===== config.mk =====
export PLATFORM = sky130hd
export DESIGN_NAME = spi_cfg_slave
export DESIGN_NICKNAME = d
export VERILOG_FILES = /design/src/rtl/spi_cfg_slave.sv
export SDC_FILE = /design/constraint.sdc
export NUM_CORES = 1
export LEC_CHECK = 0
export BUFFER_PORTS_ARGS = -buffer_cell sky130_fd_sc_hd__buf_2
export CAP_MARGIN = 20
export CORE_MARGIN = 1
export CORE_UTILIZATION = 30
export CTS_CLUSTER_DIAMETER = 100
export CTS_CLUSTER_SIZE = 14
export DETAILED_ROUTE_END_ITERATION = 8
export GPL_TIMING_DRIVEN = 1
export PLACE_DENSITY_LB_ADDON = 0.08
export SLEW_MARGIN = 5
export SYNTH_ARGS = -nofsm -noshare
export SYNTH_HDL_FRONTEND = slang
export SYNTH_SLANG_ARGS = --single-unit

===== constraint.sdc =====
create_clock -name clk -period 3 [get_ports clk]
set_clock_uncertainty 0.1 [all_clocks]
set_input_delay 0.15 -clock clk [delete_from_list [all_inputs] [get_ports clk]]
set_output_delay 0.15 -clock clk [all_outputs]
set_load 0.1 [all_outputs]

===== src/rtl/spi_cfg_slave.sv =====
// SPI mode-0 configuration slave: oversamples the pad-side SPI bus in the clk domain
// and turns each frame into a single register write or read strobe.
`timescale 1ns/1ps
module spi_cfg_slave #(
  parameter int ADDR_W      = 7,
  parameter int DATA_W      = 16,
  parameter int SYNC_STAGES = 2
) (
  input  logic              clk,
  input  logic              arst,
  input  logic              srst,
  input  logic              enable,
  input  logic              sclk,
  input  logic              cs_n,
  input  logic              mosi,
  output logic              miso,
  output logic              miso_oe,
  output logic              wr_en,
  output logic              rd_en,
  output logic [ADDR_W-1:0] addr,
  output logic [DATA_W-1:0] wr_data,
  input  logic [DATA_W-1:0] rd_data,
  output logic              frm_abort
);

  localparam int CNT_W = $clog2(ADDR_W + DATA_W + 1);

  typedef enum logic [2:0] {
    ST_IDLE  = 3'd0,
    ST_CMD   = 3'd1,
    ST_RD    = 3'd2,
    ST_WDATA = 3'd3,
    ST_DONE  = 3'd4
  } state_t;

  state_t                 state_r;
  logic [SYNC_STAGES-1:0] cs_sync_r;
  logic [SYNC_STAGES-1:0] sclk_sync_r;
  logic [SYNC_STAGES-1:0] mosi_sync_r;
  logic                   sclk_d_r;
  logic [CNT_W-1:0]       bit_cnt_r;
  logic [ADDR_W-1:0]      cmd_sr_r;
  logic [DATA_W-1:0]      data_sr_r;
  logic [DATA_W-1:0]      tx_sr_r;
  logic [1:0]             rd_ph_r;
  logic                   wr_pend_r;

  logic cs_s;
  logic sclk_s;
  logic mosi_s;
  logic sclk_rise_s;
  logic sclk_fall_s;

  assign cs_s        = cs_sync_r[SYNC_STAGES-1];
  assign sclk_s      = sclk_sync_r[SYNC_STAGES-1];
  assign mosi_s      = mosi_sync_r[SYNC_STAGES-1];
  assign sclk_rise_s = sclk_s & ~sclk_d_r;
  assign sclk_fall_s = ~sclk_s & sclk_d_r;

  // Pad synchronizers; reset values describe an idle, deselected bus.
  always_ff @(posedge clk or posedge arst) begin
    if (arst) begin
      cs_sync_r   <= {SYNC_STAGES{1'b1}};
      sclk_sync_r <= {SYNC_STAGES{1'b0}};
      mosi_sync_r <= {SYNC_STAGES{1'b0}};
      sclk_d_r    <= 1'b0;
    end else if (srst) begin
      cs_sync_r   <= {SYNC_STAGES{1'b1}};
      sclk_sync_r <= {SYNC_STAGES{1'b0}};
      mosi_sync_r <= {SYNC_STAGES{1'b0}};
      sclk_d_r    <= 1'b0;
    end else begin
      cs_sync_r   <= {cs_sync_r[SYNC_STAGES-2:0], cs_n};
      sclk_sync_r <= {sclk_sync_r[SYNC_STAGES-2:0], sclk};
      mosi_sync_r <= {mosi_sync_r[SYNC_STAGES-2:0], mosi};
      sclk_d_r    <= sclk_s;
    end
  end

  // Frame FSM with registered strobes, address/data and MISO drive.
  always_ff @(posedge clk or posedge arst) begin
    if (arst) begin
      state_r   <= ST_IDLE;
      bit_cnt_r <= '0;
      cmd_sr_r  <= '0;
      data_sr_r <= '0;
      tx_sr_r   <= '0;
      rd_ph_r   <= 2'd0;
      wr_pend_r <= 1'b0;
      miso      <= 1'b0;
      miso_oe   <= 1'b0;
      wr_en     <= 1'b0;
      rd_en     <= 1'b0;
      frm_abort <= 1'b0;
      addr      <= '0;
      wr_data   <= '0;
    end else if (srst) begin
      state_r   <= ST_IDLE;
      bit_cnt_r <= '0;
      cmd_sr_r  <= '0;
      data_sr_r <= '0;
      tx_sr_r   <= '0;
      rd_ph_r   <= 2'd0;
      wr_pend_r <= 1'b0;
      miso      <= 1'b0;
      miso_oe   <= 1'b0;
      wr_en     <= 1'b0;
      rd_en     <= 1'b0;
      frm_abort <= 1'b0;
      addr      <= '0;
      wr_data   <= '0;
    end else begin
      wr_en     <= 1'b0;
      rd_en     <= 1'b0;
      frm_abort <= 1'b0;
      if (!enable) begin
        state_r   <= ST_IDLE;
        bit_cnt_r <= '0;
        rd_ph_r   <= 2'd0;
        wr_pend_r <= 1'b0;
        miso      <= 1'b0;
        miso_oe   <= 1'b0;
      end else begin
        case (state_r)
          ST_IDLE: begin
            miso    <= 1'b0;
            miso_oe <= 1'b0;
            if (!cs_s) begin
              state_r   <= ST_CMD;
              bit_cnt_r <= '0;
            end
          end
          ST_CMD: begin
            if (cs_s) begin
              state_r   <= ST_IDLE;
              frm_abort <= 1'b1;
            end else if (sclk_rise_s) begin
              cmd_sr_r <= {cmd_sr_r[ADDR_W-2:0], mosi_s};
              if (bit_cnt_r == CNT_W'(ADDR_W)) begin
                // The R/W bit has reached the top of the command shifter here.
                addr      <= {cmd_sr_r[ADDR_W-2:0], mosi_s};
                bit_cnt_r <= '0;
                rd_ph_r   <= 2'd0;
                wr_pend_r <= 1'b0;
                state_r   <= cmd_sr_r[ADDR_W-1] ? ST_RD : ST_WDATA;
              end else begin
                bit_cnt_r <= bit_cnt_r + CNT_W'(1);
              end
            end
          end
          ST_RD: begin
            if (cs_s) begin
              state_r   <= ST_IDLE;
              frm_abort <= 1'b1;
              miso      <= 1'b0;
              miso_oe   <= 1'b0;
            end else begin
              case (rd_ph_r)
                2'd0: begin
                  rd_en   <= 1'b1;
                  rd_ph_r <= 2'd1;
                end
                2'd1: rd_ph_r <= 2'd2;
                2'd2: begin
                  tx_sr_r <= rd_data;
                  miso_oe <= 1'b1;
                  rd_ph_r <= 2'd3;
                end
                default: begin
                  if (sclk_fall_s) begin
                    miso    <= tx_sr_r[DATA_W-1];
                    tx_sr_r <= {tx_sr_r[DATA_W-2:0], 1'b0};
                    if (bit_cnt_r == CNT_W'(DATA_W - 1)) begin
                      state_r <= ST_DONE;
                    end else begin
                      bit_cnt_r <= bit_cnt_r + CNT_W'(1);
                    end
                  end
                end
              endcase
            end
          end
          ST_WDATA: begin
            if (cs_s) begin
              state_r   <= ST_IDLE;
              frm_abort <= 1'b1;
              wr_pend_r <= 1'b0;
            end else if (wr_pend_r) begin
              wr_en     <= 1'b1;
              wr_pend_r <= 1'b0;
              state_r   <= ST_DONE;
            end else if (sclk_rise_s) begin
              data_sr_r <= {data_sr_r[DATA_W-2:0], mosi_s};
              if (bit_cnt_r == CNT_W'(DATA_W - 1)) begin
                wr_data   <= {data_sr_r[DATA_W-2:0], mosi_s};
                wr_pend_r <= 1'b1;
              end else begin
                bit_cnt_r <= bit_cnt_r + CNT_W'(1);
              end
            end
          end
          ST_DONE: begin
            if (cs_s) begin
              state_r <= ST_IDLE;
              miso    <= 1'b0;
              miso_oe <= 1'b0;
            end
          end
          default: begin
            state_r <= ST_IDLE;
            miso    <= 1'b0;
            miso_oe <= 1'b0;
          end
        endcase
      end
    end
  end

endmodule


[Word-level counts from Yosys, hierarchy flattened]
Index checks and enable logic that the tools add are counted.
Cells by class
  $add $sub $neg: 1
  equality and inequality tests: 34
  muxes and demuxes: 107
  bitwise operators: 4
  reduce and logical (&&, ||, !) cells: 25
Operator list (number)
  2-to-1 mux 16 bit: 12
  2-to-1 mux 15 bit: 6
  2-to-1 mux 7 bit: 11
  2-to-1 mux 5 bit: 13
  inequality test 4 bit (second input constant): 11
  2-to-1 mux 3 bit: 13
  2-to-1 mux 1 bit: 35
  inequality test 5 bit (second input constant): 7
  one-hot mux 16 bit (2 select lines): 1
  one-hot mux 5 bit (4 select lines): 1
  2-to-1 mux 2 bit: 9
  one-hot mux 3 bit (5 select lines): 1
  AND reduction 5 bit: 3
  nonzero test 2 bit: 7
  AND reduction 4 bit: 3
  AND reduction 6 bit: 2
  AND reduction 10 bit: 1
  inequality test 4 x 2 -> 1 bit (second input constant): 2
  AND reduction 8 bit: 1
  equality test 3 x 2 -> 1 bit (second input constant): 2
  inequality test 6 x 2 -> 1 bit (second input constant): 1
  inequality test 6 bit (second input constant): 1
  one-hot mux 1 bit (3 select lines): 2
  one-hot mux 2 bit (3 select lines): 1
  20 further kinds: 25
Storage, ports and cells
  bits in registers: 84
  bits of input ports: 23
  output and inout port bits: 28
  word-level logic and storage cells: 189

[Longest topological paths before layout]
Gate-level depths: netlist of the first run.
  word-level depth: 8
  depth in mapped cells: 8

[Worst setup path after synthesis of the first run]
No wires, ideal clock.
  kind: register to register
  start: register bit_cnt_r[0]
  end: register wr_data[10]
  arrival: 2100 ps
  required time: 2774 ps
  setup slack: 674 ps
  stages on the path, launching flop included: 8
  path buffers: 1
  clock period less this slack: 2326 ps
  cells stage by stage: dfrtp_1 -> ha_1 -> and3_1 -> ha_1 -> and4b_1 -> a31oi_2 -> buf_4 -> mux2_2
Between the ends
  cells in the longest elaborated chain, start to end: 3
Ends and longest elaborated chain
  from (decl): RTL line 41  | logic [CNT_W-1:0] bit_cnt_r;
  from (signal assigned): RTL line 147  | bit_cnt_r <= bit_cnt_r + CNT_W'(1);
  from (signal assigned): RTL line 176  | bit_cnt_r <= bit_cnt_r + CNT_W'(1);
  from (signal assigned): RTL line 198  | bit_cnt_r <= bit_cnt_r + CNT_W'(1);
  equality test 5 x 4 -> 1 bit: RTL line 194  | if (bit_cnt_r == CNT_W'(DATA_W - 1)) begin
  nonzero test 2 bit (no line)
  AND reduction 6 bit (no line)
  to (signal assigned): RTL line 195  | wr_data <= {data_sr_r[DATA_W-2:0], mosi_s};
  to (decl): RTL line 21  | output logic [DATA_W-1:0] wr_data,
No other way between the ends.
A chain may end at the register's enable or synchronous reset.

[Worst setup path in the final report of the first run]
  start: register bit_cnt_r[0]
  end: register wr_data[5]
The elaborated chain is that of the path after synthesis.

==> out/results.tsv, run 1 <==
stage	metric	value	unit
run_status	status	finished, final reports clean	
synth	synthTopCellsByCount	dfrtp_1, mux2_2, nor2b_1	
job	cap_violations	0	
synth	seq_area_frac_synth	52.6	%
worst_setup_path	path_cells	ha_1 > and3_1 > ha_1 > and4b_1 > a31oi_2 > buf_4 > mux2_2	
worst_setup_path	rr_startpoint	bit_cnt_r[0]	
die	fp.coreArea	12800	um2
global_route	grt_overflow	0	
synth	synth_top_area_share	51.2	%
power	total_leakage_power	2.32	nW
worst_setup_path	reg2reg_slack	0.73	ns
synth	synth_flop_cell	dfrtp_1	
clock_tree	clk_transition_reported_paths	0.06	ns
sta	grt_setup_unrepaired	no	
global_route	track_usage	13.5	%
die	design.die.area	13800	um2
synth	postSynthCellCount	347	
power	powerDensity	515	nW/um2
detailed_routing	ant_nets	0	
detailed_routing	drtPass1Iterations	4	
die	fp-row-count	41	
clock_tree	cts_buffers	9	
cells_and_area	final_cells	578	
die	initial_core_util	31.2	%
place	routabilityCongestion	0.712	
detailed_routing	drtIter0Drc	84	
synth	synth-seq-cells	84	
worst_setup_path	slowest_delay	0.40	ns
place	io_buffer_count	50	
global_route	grt_pass1_wl	14500	um
cells_and_area	nNetsFinal	433	
sta	setup_violations	0	
clock_tree	insertion_delay	0.34	ns
synth	avgSynthCellArea	11.5	um2
clock_tree	cts_tree	built	
place	place_area	4460	um2
synth	yosysMostFrequentCell	dfrtp_1	
synth	synthDistinctLibCells	51	
clock_tree	htreeDepth	3	
synth	syn_area	4000	um2
hold_path	min-delay-start	rd_data[4]	
global_route	grt_pass1_vias	2821	
synth	async_flop_share	100	%
sta	hold_slack	0.0962	ns
worst_setup_path	cp.required	3.13	ns
sta	worst_pin_slew	0.651	ns
synth	ys_top_cells_by_area	dfrtp_1, mux2_2, mux2i_1	
sta	slew_headroom	56.4	%
clock_tree	cts.sinks	84	
power	p_total	2.48	mW
detailed_routing	num_vias	2811	
synth	synth_area_leader_cell	dfrtp_1	
worst_setup_path	cp_max_fo	17	
clock_tree	cts_root_buf	clkbuf_16	
cells_and_area	n_antenna_cell	0	
sta	finalHoldViolations	0	
worst_setup_path	crit_path_frequent_cell	ha_1	
sta	finalCriticalPeriod	2.27	ns
cells_and_area	drive_above_1_share	30.5	%
sta	drv_slew	0	
place	hpwl	5500	um
detailed_routing	drc	0	
global_route	grt_max_degree	53	
sta	timing.final.crit_share	75.7	%
global_route	antenna_found_initial	0	
worst_setup_path	critPathLaunch	bit_cnt_r[0]	
detailed_routing	routed_via_density	4.86	
die	fp.dieH	118	um
sta	fmax	440	MHz
worst_setup_path	cp_slowest_cell	dfrtp_1	
power	vdd_drop_max	0.269	mV
detailed_routing	routedWlPerCell	14.6	um
cells_and_area	final_area	4810	um2
worst_setup_path	cp.arrival	2.40	ns
die	io_pins	51	
synth	yosys_warnings	0	
sta	setup_tns	0	ns
detailed_routing	wl	8450	um
place	placed_cells	559	
cells_and_area	syn2layout_area_growth	20.2	%
synth	syn_nets	377	
worst_setup_path	setup.worst_path.start_class	register	
clock_tree	cts_post_setup_buffers_inserted	0	
die	die_x	118	um
worst_setup_path	cp-end-kind	register	
hold_path	min_path_type	in2reg	
synth	synth_edf_count	0	
worst_setup_path	critPathKind	reg2reg	
clock_tree	clk_path_buf_depth	2	
cells by family after synthesis:
kind of cell	Yosys count	share of synthesized area, %
flip-flops	84	52.6
AND/OR/NAND/NOR	119	18.0
adder cells (fa/ha/maj)	7	2.19
AO/OA/AOI/OAI	56	9.66
multiplexers	52	14.1
buffers and inverters	29	3.47
registers in the layout, summed over array words and instances (netlist names), 2 cells and up:
name	flops
addr	7
state_r	3
cs_sync_r	2
tx_sr_r	16
cmd_sr_r	7
sclk_sync_r	2
mosi_sync_r	2
bit_cnt_r	5
rd_ph_r	2
wr_data	16
data_sr_r	15
metrics by stage:
stage | worst slack [ns] | utilization (%)
after floorplan | 0.588 | -
after global placement | 0.746 | 34.8
after detailed placement | 0.721 | 34.8
after CTS | 0.715 | 37.5
after global routing | 0.638 | 37.5
final | 0.730 | 37.5
path summary, 6_finish.rpt:
| check | endpoint | depth (start not counted) |
|---|---|---|
| min in group asynchronous | wr_data[6] | 3 |
| worst max-delay path | wr_data[5] | 7 |
| max in group asynchronous | cs_sync_r[0] | 4 |
| worst min register to register | addr[1] | 2 |
| worst max register to register | wr_data[5] | 7 |
| worst min-delay path | tx_sr_r[4] | 4 |
cells in the final DEF (no fill, tap or decap), types with 3 or more instances in the layout:
master	count
mux2i_1	17
clkbuf_16	9
a21oi_1	5
ha_1	7
buf_2	50
a21o_1	15
dfrtp_1	82
buf_4	10
inv_1	7
and3_1	3
nand3_1	8
dlygate4sd3_1	5
o21ai_0	18
nor2_1	10
a31oi_1	3
nor4_1	3
nand2_1	19
nor3_1	17
nand2b_1	10
mux2_2	35
nor2b_1	27
or2_2	3
critical path: cells and delay by family (launching register included):
kind | cells | cell delay [ns]
DFF | 1 | 0.40
adders and majority gates | 2 | 0.45
buffers and inverters | 1 | 0.27
and+or+nand+nor | 2 | 0.39
muxes | 1 | 0.36
AOI/OAI and AO/OA | 1 | 0.18
repair_timing:
action	CTS	global route
resized for setup	0	0
endpoints found under the hold margin	36	0
hold buffers	5	0
cell type report:
| type | instances | area (um2) |
|---|---|---|
| Multi-Input combinational cell | 234 | 1760 |
| Timing Repair Buffer | 66 | 395 |
| Inverter | 8 | 31.3 |
| Clock inverter | 2 | 60.1 |
| Clock buffer | 12 | 246 |
| Tap cell | 172 | 215 |
| Sequential cell | 84 | 2100 |
| Fill cell | 1292 | 8010 |
power by group:
part           internal (mW)  leakage (nW)  switching, mW
combinational         0.0461          1.01         0.0965
sequential              1.14          1.16        0.00778
clock                  0.744         0.149          0.440
layer usage:
layer  vias to the layer above  track usage (%)  share of wire [%]
met4                         0             6.97                2.0
li1                       1344                -                  -
met2                        45             21.1                 46
met3                        13             3.29                3.5
met1                      1409             17.4                 49
met5                         -                0                  0
(Power assumes the default switching activity.)
==> inputs of run 2 (changes only) <==
==> constraint.sdc (replaced) <==
create_clock -name clk -period 2.05 [get_ports clk]
set_clock_uncertainty 0.1 [all_clocks]
set_input_delay 0.1025 -clock clk [delete_from_list [all_inputs] [get_ports clk]]
set_output_delay 0.1025 -clock clk [all_outputs]
set_load 0.1 [all_outputs]
==> out/results.tsv, run 2 (synthesized netlist as in run 1, its figures left out) <==
stage	metric	value	unit
run_status	status	finished, final reports clean	
global_route	antenna_found_initial	0	
power	p_clk_share	48.8	%
cells_and_area	most-common-layout-cells	dfrtp_1, buf_2, mux2_2	
clock_tree	cts_tree	built	
place	place_ws	0.00601	ns
cells_and_area	syn2layout_area_growth	24.4	%
clock_tree	clk_path_buf_depth	2	
sta	setup_violations	0	
sta	finalHoldViolations	0	
cells_and_area	top_regs	tx_sr_r: 16 flops, wr_data: 16 flops, data_sr_r: 15 flops	
cells_and_area	nNetsFinal	444	
sta	fmax	492	MHz
cells_and_area	final_common_cell	dfrtp_1	
cells_and_area	final_cells	591	
power	sw_frac_of_total	23.1	%
place	hpwl	5780	um
sta	timing.final.crit_share	99.2	%
cells_and_area	n_antenna_cell	0	
global_route	grt_overflow	0	
die	die_x	118	um
cells_and_area	fill_cells	1296	
power	p_sw	0.863	mW
detailed_routing	num_vias	2832	
global_route	grt_max_degree	55	
sta	grt_setup_unrepaired	yes	
cells_and_area	post-route-util	38.8	%
worst_setup_path	cp-end-kind	register	
job	cap_violations	0	
detailed_routing	wl_met1	4180	um
power	p_comb_share	6.1	%
power	pwr-share-seq	45.1	%
place	placed_cells	570	
clock_tree	cts.sinks	84	
worst_setup_path	reg2reg_slack	0.02	ns
detailed_routing	drtIter0Drc	180	
sta	fin_ws	0.0159	ns
sta	worst_pin_slew	0.650	ns
die	initial_core_util	31.2	%
power	vdd_drop_max	0.365	mV
detailed_routing	top_layer	met4	
clock_tree	clk_transition_reported_paths	0.06	ns
detailed_routing	dr_wl_met3	288	um
detailed_routing	routedWlPerCell	14.7	um
sta	hold_slack	0.0471	ns
power	total_leakage_power	2.39	nW
worst_setup_path	cp.required	2.18	ns
worst_setup_path	r2r-end	wr_data[9]	
power	internal_power	2.87	mW
place	io_buffer_count	50	
place	routabilityCongestion	0.747	
die	fp.coreArea	12800	um2
global_route	track_usage	13.8	%
global_route	grt_pass1_wl	14700	um
worst_setup_path	cp_max_fo	17	
detailed_routing	wl	8660	um
clock_tree	htreeDepth	3	
detailed_routing	routed_via_density	4.79	
clock_tree	cts_post_setup_buffers_inserted	0	
sta	finalCriticalPeriod	2.03	ns
clock_tree	cts_buffers	9	
die	fp.dieH	118	um
sta	drv_slew	0	
sta	slew_headroom	56.5	%
worst_setup_path	rr_startpoint	bit_cnt_r[1]	
power	powerDensity	749	nW/um2
detailed_routing	route.met2.wl	4030	um
clock_tree	insertion_delay	0.35	ns
cells_and_area	drive_above_1_share	33.9	%
worst_setup_path	endpoint	wr_data[9]	
clock_tree	cts_root_buf	clkbuf_16	
power	p_total	3.73	mW
worst_setup_path	reg2regPathDepth	7	
detailed_routing	ant_nets	0	
die	io_pins	51	
worst_setup_path	setup.worst_path.start_class	register	
die	fp-row-count	41	
detailed_routing	drc	0	
die	design.die.area	13800	um2
worst_setup_path	critPathLaunch	bit_cnt_r[1]	
worst_setup_path	cp.arrival	2.16	ns
worst_setup_path	critPathKind	reg2reg	
global_route	grt_pass1_vias	2886	
detailed_routing	drtPass1Iterations	4	
hold_path	min_path_type	in2reg	
run 2: critical path: stages (launching register included):
cell and delay (ns):
dfrtp_1 0.40, ha_2 0.20, and3_4 0.18, ha_4 0.16
and4b_1 0.21, a31oi_4 0.16, buf_12 0.18, mux2_2 0.34
run 2: power by group through the flow:
| stage | Sequential [mW] | Combinational (mW) | Clock, mW |
|---|---|---|---|
| after global placement | 1.71 | 0.225 | 0 |
| final | 1.68 | 0.227 | 1.82 |
| after detailed placement | 1.71 | 0.226 | 0 |
| after floorplan | 1.74 | 0.114 | 0 |
| after CTS | 1.68 | 0.233 | 1.89 |
| after global routing | 1.69 | 0.250 | 1.95 |
run 2: what timing repair did:
action                                 4_1_cts  5_1_grt
hold buffers                                 5        0
pin swaps                                    1        1
endpoints found under the hold margin       86        0
setup endpoints to repair                    1       24
gates resized for setup                      0        0
run 2: layout make-up:
cell class              count  area [um2]  share of cell area, %
multi-input cells         234        1790                   35.9
clock buffers              10         239                   4.80
well taps                 172         215                   4.32
clock inverters             6        95.1                   1.91
repair buffers             77         503                   10.1
inverters                   8        33.8                  0.678
flip-flops and latches     84        2100                   42.3
run 2: worst min path at each step:
stage,start,end,slack (ns),depth (start not counted)
after global placement,arst,tx_sr_r[13],-0.07,2
after detailed placement,arst,tx_sr_r[13],-0.07,2
after CTS,rd_data[6],tx_sr_r[6],0.03,4
after global routing,rd_data[6],tx_sr_r[6],0.06,4
final,rd_data[7],tx_sr_r[7],0.05,4
after floorplan,cs_n,cs_sync_r[0],0.11,1
run 2: per-layer routing:
metal	vias up	global-route usage [%]
met5	-	0
li1	1363	-
met4	0	5.53
met2	50	21.9
met3	11	3.97
met1	1408	17.5
run 2: through the flow:
step | area, um2 | TNS, ns
floorplan | 4040 | -0.215
global placement | 4600 | 0
detailed placement | 4600 | 0
CTS | 4980 | 0
global route | 4980 | -0.841
finish | 4980 | 0
==> inputs of run 3 (changes only) <==
--- a/config.mk
+++ b/config.mk
@@ -13,7 +13,7 @@
 export CTS_CLUSTER_SIZE = 14
 export DETAILED_ROUTE_END_ITERATION = 8
 export GPL_TIMING_DRIVEN = 1
-export PLACE_DENSITY_LB_ADDON = 0.08
+export PLACE_DENSITY = 0.48
 export SLEW_MARGIN = 5
 export SYNTH_ARGS = -nofsm -noshare
 export SYNTH_HDL_FRONTEND = slang
==> out/results.tsv, run 3 (synthesized netlist as in run 1, its figures left out) <==
stage	metric	value	unit
run_status	status	finished, final reports clean	
cells_and_area	fill_cells	1301	
clock_tree	cts_root_buf	clkbuf_16	
worst_setup_path	cp.required	2.18	ns
power	total_leakage_power	2.37	nW
worst_setup_path	cp_top_family	flip-flops	
worst_setup_path	cp.arrival	2.17	ns
die	die_x	118	um
detailed_routing	drc	0	
global_route	antenna_found_initial	0	
job	cap_violations	0	
power	vdd_drop_max	0.364	mV
worst_setup_path	slowest_delay	0.40	ns
clock_tree	clk_path_buf_depth	2	
sta	slew_headroom	55.3	%
die	initial_core_util	31.2	%
cells_and_area	top_regs	tx_sr_r: 16 flops, wr_data: 16 flops, data_sr_r: 15 flops	
cells_and_area	most-common-layout-cells	dfrtp_1, buf_2, mux2_2	
clock_tree	insertion_delay	0.34	ns
worst_setup_path	path_cells	ha_2 > and3_4 > ha_4 > and4b_1 > a31oi_4 > buf_12 > mux2_2	
detailed_routing	drtPass1Iterations	4	
place	placed_cells	571	
global_route	grt_pass1_vias	2812	
cells_and_area	multi_input_area	1820	um2
worst_setup_path	cp_max_fo	17	
cells_and_area	n_antenna_cell	0	
sta	fmax	490	MHz
die	io_pins	51	
global_route	track_usage	12.8	%
sta	grt_setup_unrepaired	yes	
detailed_routing	num_vias	2800	
place	hpwl	5690	um
global_route	grt_overflow	0	
clock_tree	cts_tree	built	
worst_setup_path	setup.worst_path.start_class	register	
cells_and_area	syn2layout_area_growth	24.0	%
detailed_routing	drtIter0Drc	141	
worst_setup_path	critPathKind	reg2reg	
worst_setup_path	reg2reg_slack	0.01	ns
power	powerDensity	686	nW/um2
sta	setup_tns	0	ns
die	fp.coreArea	12800	um2
sta	fin_ws	0.00957	ns
worst_setup_path	cp_num_buf_inv	1	
sta	worst_pin_slew	0.667	ns
die	fp-row-count	41	
place	place_area	4590	um2
place	io_buffer_count	50	
die	design.die.area	13800	um2
sta	setup_violations	0	
cells_and_area	final_area	4960	um2
clock_tree	cts.sinks	84	
detailed_routing	ant_nets	0	
worst_setup_path	cp-end-kind	register	
global_route	grt_max_degree	63	
cells_and_area	drive_above_1_share	34.7	%
sta	finalHoldViolations	0	
cells_and_area	final_common_cell	dfrtp_1	
global_route	grt_pass1_wl	14000	um
clock_tree	htreeDepth	3	
detailed_routing	routed_via_density	4.72	
place	routabilityCongestion	0.743	
power	p_total	3.41	mW
sta	drv_slew	0	
die	fp.dieH	118	um
hold_path	min_path_type	in2reg	
detailed_routing	wl	8170	um
place	place_ws	0.00516	ns
clock_tree	cts_buffers	9	
cells_and_area	seq_area	2100	um2
sta	finalCriticalPeriod	2.04	ns
clock_tree	clk_transition_reported_paths	0.06	ns
cells_and_area	final_cells	593	
detailed_routing	routedWlPerCell	13.8	um
cells_and_area	nNetsFinal	447	
worst_setup_path	cp_slowest_cell	dfrtp_1	
sta	timing.final.crit_share	99.5	%
run 3: changes by cell type in the layout (fill, tap and decap cells not counted), moves of 2 or more:
cell | before | now
bufinv_16 | 2 | 0
buf_4 | 19 | 23
mux2_4 | 0 | 4
mux2_2 | 35 | 31
run 3: final timing paths:
check                      depth (start not counted)         start            to
setup / recovery                                   7  bit_cnt_r[1]    wr_data[0]
hold / removal                                     4    rd_data[2]    tx_sr_r[2]
setup reg to reg                                   7  bit_cnt_r[1]    wr_data[0]
hold reg to reg                                    2       addr[1]       addr[1]
max in group asynchronous                          4          arst  cs_sync_r[0]
min in group asynchronous                          4          arst    rd_ph_r[0]
run 3: worst register-to-register path: stages, from the launching register on:
cell and delay [ns]:
dfrtp_1 0.40, ha_2 0.20, and3_4 0.18, ha_4 0.16
and4b_1 0.21, a31oi_4 0.16, buf_12 0.17, mux2_2 0.35
run 3: metrics by stage:
stage | hold WS (ns) | util [%]
6_report | 0.0505 | 38.7
2_1_floorplan | 0.112 | -
3_5_place_dp | 0.126 | 35.8
4_1_cts | 0.0347 | 38.3
5_1_grt | 0.0657 | 38.7
3_3_place_gp | 0.119 | 35.8
run 3: per-layer routing:
metal	global-route usage, %	wire length [um]	vias to the layer above
li1	-	-	1369
met1	16.0	3940	1377
met2	20.5	3830	43
met3	3.25	250	11
met4	6.41	146	0
met5	0	0	-
run 3: what timing repair did:
item                                    CTS  global route
hold buffers                              5             0
resized for setup                         0             8
endpoints found under the hold margin    86             0
endpoints found under the setup margin    1            21
setup buffers                             0             2
pin swaps                                 1             5
run 3: final cells by class:
class	count	share of cell area, %
Sequential cell	84	42.4
Clock inverter	6	0.983
Tap cell	172	4.34
Multi-Input combinational cell	234	36.7
Timing Repair Buffer	80	10.3
Clock buffer	9	4.54
Inverter	8	0.681
run 3: power by group:
| part | switching, mW | internal, mW |
|---|---|---|
| Combinational | 0.145 | 0.0816 |
| Sequential | 0.0103 | 1.67 |
| Clock | 0.672 | 0.823 |
